<file path="config.mk">
export PLATFORM = sky130hd
export DESIGN_NAME = find_top_bottom
export DESIGN_NICKNAME = d
export VERILOG_FILES = /design/src/rtl/star_pkg.sv /design/src/rtl/address_translator.sv /design/src/rtl/find_top_bottom.sv
export SDC_FILE = /design/constraint.sdc
export NUM_CORES = 1
export LEC_CHECK = 0
export CAP_MARGIN = 20
export CORE_UTILIZATION = 30
export DETAILED_ROUTE_END_ITERATION = 6
export PLACE_DENSITY = 0.6
export SLEW_MARGIN = 20
export SYNTH_ARGS = -nofsm -noshare
export SYNTH_HDL_FRONTEND = slang
export SYNTH_HIERARCHICAL = 1
export SYNTH_SLANG_ARGS = --single-unit
</file>
<file path="constraint.sdc">
create_clock -name clk -period 2.75 [get_ports clk]
set_clock_uncertainty 0.1 [all_clocks]
set_input_delay 0.55 -clock clk [delete_from_list [all_inputs] [get_ports clk]]
set_output_delay 0.55 -clock clk [all_outputs]
set_load 0.01 [all_outputs]
</file>
<file path="src/rtl/star_pkg.sv">
// Shared definitions for the star-image search stages: image geometry,
// pixel format and the scan FSM encoding used by the edge-finder controllers.
package star_pkg;

  localparam int X_SZ      = 3;
  localparam int Y_SZ      = 3;
  localparam int ADDR_SZ   = 6;
  localparam int COL_SZ    = 3;
  localparam int WIDTH     = 6;
  localparam int HEIGHT    = 6;
  localparam int N         = WIDTH * HEIGHT;

  localparam logic [COL_SZ-1:0] THRESHOLD = '0;

  typedef enum logic [2:0] {
    IDLE,
    SCAN_TOP,
    SCAN_BOTTOM,
    DONE,
    EMPTY
  } scanState_t;

  // Any pixel that differs from the background value belongs to the star.
  function automatic logic isStar(input logic [COL_SZ-1:0] pix);
    return pix != THRESHOLD;
  endfunction

endpackage

</file>
<file path="src/rtl/address_translator.sv">
// Maps an (x, y) image coordinate onto the linear pixel RAM address
// y*WIDTH + x. All arithmetic is zero-extended to the address width.
module address_translator
  import star_pkg::*;
(
  input  logic [X_SZ-1:0]    x,
  input  logic [Y_SZ-1:0]    y,
  output logic [ADDR_SZ-1:0] mem_address
);

  // Row stride times row plus column; coordinates are always in range.
  assign mem_address = ADDR_SZ'(y) * ADDR_SZ'(WIDTH) + ADDR_SZ'(x);

endmodule

</file>
<file path="src/rtl/find_top_bottom.sv">
// Scans the star image one pixel per clock: forward from the top-left corner
// to find the first star row and its column, then backward from the
// bottom-right corner to find the last star row. Results are handed to the
// edge finders with a single-cycle top_and_bottom_found pulse.
module find_top_bottom
  import star_pkg::*;
(
  input  logic               clk,
  input  logic               reset,
  input  logic               start,
  output logic [ADDR_SZ-1:0] mem_addr,
  input  logic [COL_SZ-1:0]  pix_val,
  output logic [Y_SZ-1:0]    most_top,
  output logic [Y_SZ-1:0]    most_bottom,
  output logic [X_SZ-1:0]    mid_pix,
  output logic               top_and_bottom_found,
  output logic               no_star,
  output logic               busy
);

  localparam logic [X_SZ-1:0] X_LAST = X_SZ'(WIDTH - 1);
  localparam logic [Y_SZ-1:0] Y_LAST = Y_SZ'(HEIGHT - 1);

  scanState_t      state, stateNext;
  logic [X_SZ-1:0] scanX;
  logic [Y_SZ-1:0] scanY;
  logic            rdValid;
  logic [X_SZ-1:0] rdX;
  logic [Y_SZ-1:0] rdY;
  logic            hit;
  logic            rdLast;
  logic            atFirst;
  logic            atLast;

  // The issued address follows the scan counters; idx is mem_addr itself.
  address_translator addrXlate (
    .x           (scanX),
    .y           (scanY),
    .mem_address (mem_addr)
  );

  assign hit     = rdValid && isStar(pix_val);
  assign rdLast  = rdValid && (rdX == X_LAST) && (rdY == Y_LAST);
  assign atFirst = (scanX == '0) && (scanY == '0);
  assign atLast  = (scanX == X_LAST) && (scanY == Y_LAST);

  assign top_and_bottom_found = (state == DONE);
  assign busy                 = (state == SCAN_TOP) || (state == SCAN_BOTTOM);

  // State register.
  always_ff @(posedge clk or posedge reset) begin
    if (reset) state <= IDLE;
    else       state <= stateNext;
  end

  // Next-state logic: a hit always wins over the end-of-image condition.
  always_comb begin
    stateNext = state;
    case (state)
      IDLE:        if (start) stateNext = SCAN_TOP;
      SCAN_TOP:    if (hit) stateNext = SCAN_BOTTOM;
                   else if (rdLast) stateNext = EMPTY;
      SCAN_BOTTOM: if (hit) stateNext = DONE;
      DONE:        stateNext = IDLE;
      EMPTY:       stateNext = IDLE;
      default:     stateNext = IDLE;
    endcase
  end

  // Scan counters and read pipeline; rdX/rdY tag the pixel arriving next cycle.
  always_ff @(posedge clk or posedge reset) begin
    if (reset) begin
      scanX   <= '0;
      scanY   <= '0;
      rdValid <= 1'b0;
      rdX     <= '0;
      rdY     <= '0;
    end else begin
      case (state)
        SCAN_TOP: begin
          if (hit) begin
            // Restart from the last pixel; the fetch in flight is dropped.
            scanX   <= X_LAST;
            scanY   <= Y_LAST;
            rdValid <= 1'b0;
          end else begin
            rdValid <= !rdLast;
            rdX     <= scanX;
            rdY     <= scanY;
            if (!atLast) begin
              if (scanX == X_LAST) begin
                scanX <= '0;
                scanY <= scanY + Y_SZ'(1);
              end else begin
                scanX <= scanX + X_SZ'(1);
              end
            end
          end
        end
        SCAN_BOTTOM: begin
          if (hit) begin
            rdValid <= 1'b0;
          end else begin
            rdValid <= 1'b1;
            rdX     <= scanX;
            rdY     <= scanY;
            if (!atFirst) begin
              if (scanX == '0) begin
                scanX <= X_LAST;
                scanY <= scanY - Y_SZ'(1);
              end else begin
                scanX <= scanX - X_SZ'(1);
              end
            end
          end
        end
        default: begin
          scanX   <= '0;
          scanY   <= '0;
          rdValid <= 1'b0;
        end
      endcase
    end
  end

  // Result registers: cleared on an accepted start, latched on hits.
  always_ff @(posedge clk or posedge reset) begin
    if (reset) begin
      most_top    <= '0;
      most_bottom <= '0;
      mid_pix     <= '0;
      no_star     <= 1'b0;
    end else begin
      if (state == IDLE && start) begin
        most_top    <= '0;
        most_bottom <= '0;
        mid_pix     <= '0;
        no_star     <= 1'b0;
      end
      if (state == SCAN_TOP && hit) begin
        most_top <= rdY;
        mid_pix  <= rdX;
      end
      if (state == SCAN_TOP && !hit && rdLast) begin
        no_star <= 1'b1;
      end
      if (state == SCAN_BOTTOM && hit) begin
        most_bottom <= rdY;
      end
    end
  end

endmodule

</file>
=== Yosys cells after proc, flatten, opt, wreduce, memory -nomap -nowiden ===
Index checks and enable logic that the tools add are counted.

* Input port bits: 6
* Word-level logic and storage cells: 85
* Output and inout port bits: 18
* Register bits: 26

* Add/sub/neg operators: 5
* Bitwise gates (word level): 1
* Equal/unequal tests: 15
* Reduce and logical (&&, ||, !) cells: 25
* Mux-type cells: 28
* Multiply operators: 1

{| class="wikitable"
|+ Operator list
! cell !! number
|-
| 3-bit two-way mux || 20
|-
| 3-bit == test (second input constant) || 4
|-
| 3-bit case mux with 2 select lines || 2
|-
| 1-bit logical AND || 10
|-
| 3-bit zero test || 3
|-
| 3-bit inequality test (second input constant) || 3
|-
| 3-bit case mux with 3 select lines || 1
|-
| 2-bit inequality test (second input constant) || 4
|-
| 3-bit by 1-bit adder with 3-bit output (second input constant) || 2
|-
| 6-bit by 3-bit adder with 6-bit output || 1
|-
| 3-bit by 2-bit == test with 1-bit output (second input constant) || 2
|-
| 3-bit AND reduction || 2
|-
| 2-bit nonzero test || 3
|-
| 3-bit by 1-bit subtractor with 3-bit output (second input constant) || 2
|-
| 3-bit by 2-bit multiplier with 5-bit output (second input constant) || 1
|-
| 5-bit AND reduction || 1
|-
| 1-bit two-way mux || 4
|-
| 3-bit by 1-bit == test with 1-bit output (second input constant) || 1
|-
| 3-bit nonzero test || 1
|-
| 1-bit zero test || 2
|-
| 2-bit by 1-bit inequality test with 1-bit output (second input constant) || 1
|-
| 1-bit case mux with 2 select lines || 1
|-
| 2-bit AND reduction || 1
|-
| 2-bit OR reduction || 1
|-
| other kinds (2) || 2
|}

=== Logic depth before layout (Yosys ltp) ===
* Depth after elaboration: 6
* Gate-level depth with buffers: 6

=== Modules after synthesis ===
The synthesis kept the hierarchy.

{| class="wikitable"
|+ Modules (own cells, without submodules)
! module !! times used !! area each (um^2) !! cells each
|-
| find_top_bottom || 1 || 1413.9 || 131
|-
| address_translator || 1 || 170.2 || 17
|}

=== Worst setup path before layout ===
OpenSTA, ideal clock, no wires.

* Path type: reg-to-output
* From: register scanY[0]
* To: output port mem_addr[5]
* Stages on the path, launching flop included: 6
* Data arrival time: 1.566 ns
* Buffers on the path: 0
* Data required time: 2.100 ns
* Path slack: 0.534 ns
* Cells stage by stage: dfrtp_1 ha_1 fa_1 xor2_1 nand3_1 xor2_1

* Longest elaborated chain between the ends: 2

{| class="wikitable"
|+ RTL lines
! element !! RTL line !! source
|-
| from (decl) || find_top_bottom.sv:26 || <nowiki>logic [Y_SZ-1:0] scanY;</nowiki>
|-
| from (signal assigned) || find_top_bottom.sv:93 || <nowiki>scanY <= scanY + Y_SZ'(1);</nowiki>
|-
| from (signal assigned) || find_top_bottom.sv:110 || <nowiki>scanY <= scanY - Y_SZ'(1);</nowiki>
|-
| 3-bit by 2-bit multiplier with 5-bit output || address_translator.sv:12 || <nowiki>assign mem_address = ADDR_SZ'(y) * ADDR_SZ'(WIDTH) + ADDR_SZ'(x);</nowiki>
|-
| 6-bit by 3-bit adder with 6-bit output || address_translator.sv:12 ||
|-
| to (decl) || find_top_bottom.sv:11 || <nowiki>output logic [ADDR_SZ-1:0] mem_addr,</nowiki>
|}

No other way between the ends.

=== Final worst setup path ===
* From: register scanY[1]
* To: output port mem_addr[2]

Same word-level chain as after synthesis.

==> qor.txt <==
status -> completed
Synth Cell Area -> 1580 sq um
Worst-Margin Slew -> 540 ps
syn_nets -> 165
Worst setup EP type -> primary output
DRT Pass-1 Iters -> 4
area delta synth->final -> 26.7%
Post-DP HPWL -> 2450 um
Ant. Diodes -> 0
Die Y -> 74.7 um
Reg area -> 651 sq um
Vias -> 1180
FF-to-FF Start -> state[0]$_DFFE_PP0P_
Ys Warns -> 6
first-pass GRT wire length -> 5620 um
GRT Residual Overflow -> 0
hold buffers post-CTS -> 0
Fin. Hold Viols -> 0
Worst Setup Path Type -> flop to primary output
max-slew violation count -> 0
Max Cap Viol -> 0
Port Buffers -> 23
multi-input logic area -> 865 sq um
Period minus WS final -> 2700 ps
CP max FO -> 5
met1 Usage GRT -> 18.5%
worst-skew pair later-pin latency -> 270 ps
RSZ-0062 raised after global routing -> yes
Post-Route Setup TNS -> 0 ps
vias in the first global route -> 1160
root buffer cell -> clkbuf_8
Initial Utilization -> 31.0%
Post-synth EDFFs -> 0
I/O Pins -> 24
GR Util met3 -> 1.61%
Setup crit start -> scanY[1]$_DFFE_PP0P_
total track usage -> 13.2%
Syn Inst Count -> 148
commonest cells after routing, fill and taps aside -> 26 x dfrtp_1, 20 x clkdlybuf4s50_1, 13 x nor2_1
final setup fails -> 0
synth top area cells -> dfrtp_1 41%, ha_1 7.1%, mux2_2 4.3%
Power per Cell Area -> 1250 nW/um^2
Synth top area share -> 41.1%
Rows -> 26
Top FF cell, synth -> dfrtp_1
# H-tree levels -> 1
Max clock buf depth -> 2
DRT Wirelength -> 3330 um
Tcrit/Tclk final -> 98.3%
worst hold path class -> flop to flop
Routed Antenna Nets -> 0
#FFs+latches synth -> 26
DR DRC count -> 0
hold slack -> 381 ps
Lkg Pwr -> 0.899 nW
peak supply drop -> 354 uV
CTS tree -> yes
FMAX -> 0.370 GHz
pin count of the biggest net entering global routing -> 27
Die X -> 74.7 um
Arrival @ worst endpoint -> 2050 ps
Data required, critical path -> 2100 ps
initial drt markers -> 45
clk sinks -> 26
CTS clk-pin slew, worst paths -> 90 ps
drt via density -> 4.76
Routability Congestion -> 0.831
Netlist cell types -> 44
register area share after synthesis -> 41.1%
post-DR wirelength/cell -> 13.4 um
Avg Synthesized Cell Area -> 10.7 sq um
leading cell type in the layout, fill and taps excluded -> dfrtp_1
min-delay src -> no_star$_DFFE_PP0P_
GRT Max-Usage Layer -> met2
die area -> 5570 sq um
Worst setup SP type -> flop
Worst slew margin -> 63.9%
Core ar. -> 5110 sq um
nets -> 196
Layout fillers -> 499
M2 GR Usage -> 21.7%
share of cells above drive strength 1 -> 16.9%
ys async rst share -> 100%
Synth area leader -> dfrtp_1
Num CTS Buffers -> 3
initial antenna violation count -> 0
synthesized netlist by cell type (2+ instances only):
cell type	number
nor2_1	13
nor3_1	2
dfrtp_1	26
buf_4	2
mux2i_1	2
mux2_4	2
clkbuf_1	4
fa_1	2
a22oi_1	4
nand3_1	3
a21oi_1	5
inv_1	6
nand3b_1	2
a22o_1	6
ha_1	9
mux2_2	6
a31oi_1	2
xor2_1	4
nand4b_1	2
nand2_1	10
nor3b_1	2
o21ai_0	10
a21o_1	2
nand2b_1	2
through the flow:
| step | util, % | cell area [sq um] | total power (W) | setup WS [ps] | instances |
|---|---|---|---|---|---|
| finish | 39.3 | 2010 | 0.00251 | 47.3 | 248 |
| global placement | 37.8 | 1930 | 0.00221 | 105 | 243 |
| CTS | 39.3 | 2010 | 0.00253 | 26.3 | 248 |
| floorplan | - | 1580 | 0.00166 | 534 | 148 |
| global route | 39.3 | 2010 | 0.00273 | -24.9 | 248 |
| detailed placement | 37.8 | 1930 | 0.00222 | 90.0 | 243 |
critical path: stages, from the launching register on:
cell and delay (ps):
dfrtp_1 420, ha_1 330, fa_1 510, clkdlybuf4s50_1 530
per-layer routing:
| metal | up-vias | part of all wire (%) | wire length [um] |
|---|---|---|---|
| li1 | 592 | - | - |
| met1 | 566 | 49 | 1650 |
| met2 | 20 | 47 | 1550 |
| met3 | 2 | 3.4 | 112 |
| met4 | 0 | 0.63 | 21 |
| met5 | - | 0 | 0 |
final timing paths:
kind	cells after the start	slack (ps)	to
worst max-delay path	3	50	mem_addr[2]
worst min-delay path	1	380	no_star$_DFFE_PP0P_
worst max register to register	5	750	scanY[0]$_DFFE_PP0P_
worst min register to register	1	380	no_star$_DFFE_PP0P_
max in group asynchronous	3	1750	scanY[1]$_DFFE_PP0P_
min in group asynchronous	3	540	state[0]$_DFFE_PP0P_
state kept, by name (all words and copies together) (netlist names):
register     flops
mid_pix          3
most_bottom      3
most_top         3
no_star          1
rdValid          1
rdX              3
rdY              3
scanX            3
scanY            3
state            3
cell families after synthesis:
kind of cell	share of synthesized area [%]
AND/OR/NAND/NOR	14.5
AO/OA/AOI/OAI	20.2
flip-flops	41.1
buffers and inverters	4.34
adder cells (fa/ha/maj)	9.64
multiplexers	7.42
XOR/XNOR	2.76
report_power, final:
part / internal, W / switching, W
clock: 0.000195 / 0.000117
combinational: 0.000790 / 0.000699
sequential: 0.000532 / 0.000182
total: 0.00152 / 0.000997
cell type report:
type / instances / area share (%)
Inverter: 6 / 1.12
Timing Repair Buffer: 34 / 15.5
Tap cell: 70 / 4.36
Clock buffer: 3 / 2.06
Sequential cell: 26 / 32.4
Multi-Input combinational cell: 108 / 43.1
Clock inverter: 1 / 1.50
repair_timing:
item | in CTS | in global routing
buffers inserted | 1 | 0
resized for setup | 3 | 1
endpoints found under the setup margin | 3 | 3
Power figures use the tool's default switching activity.
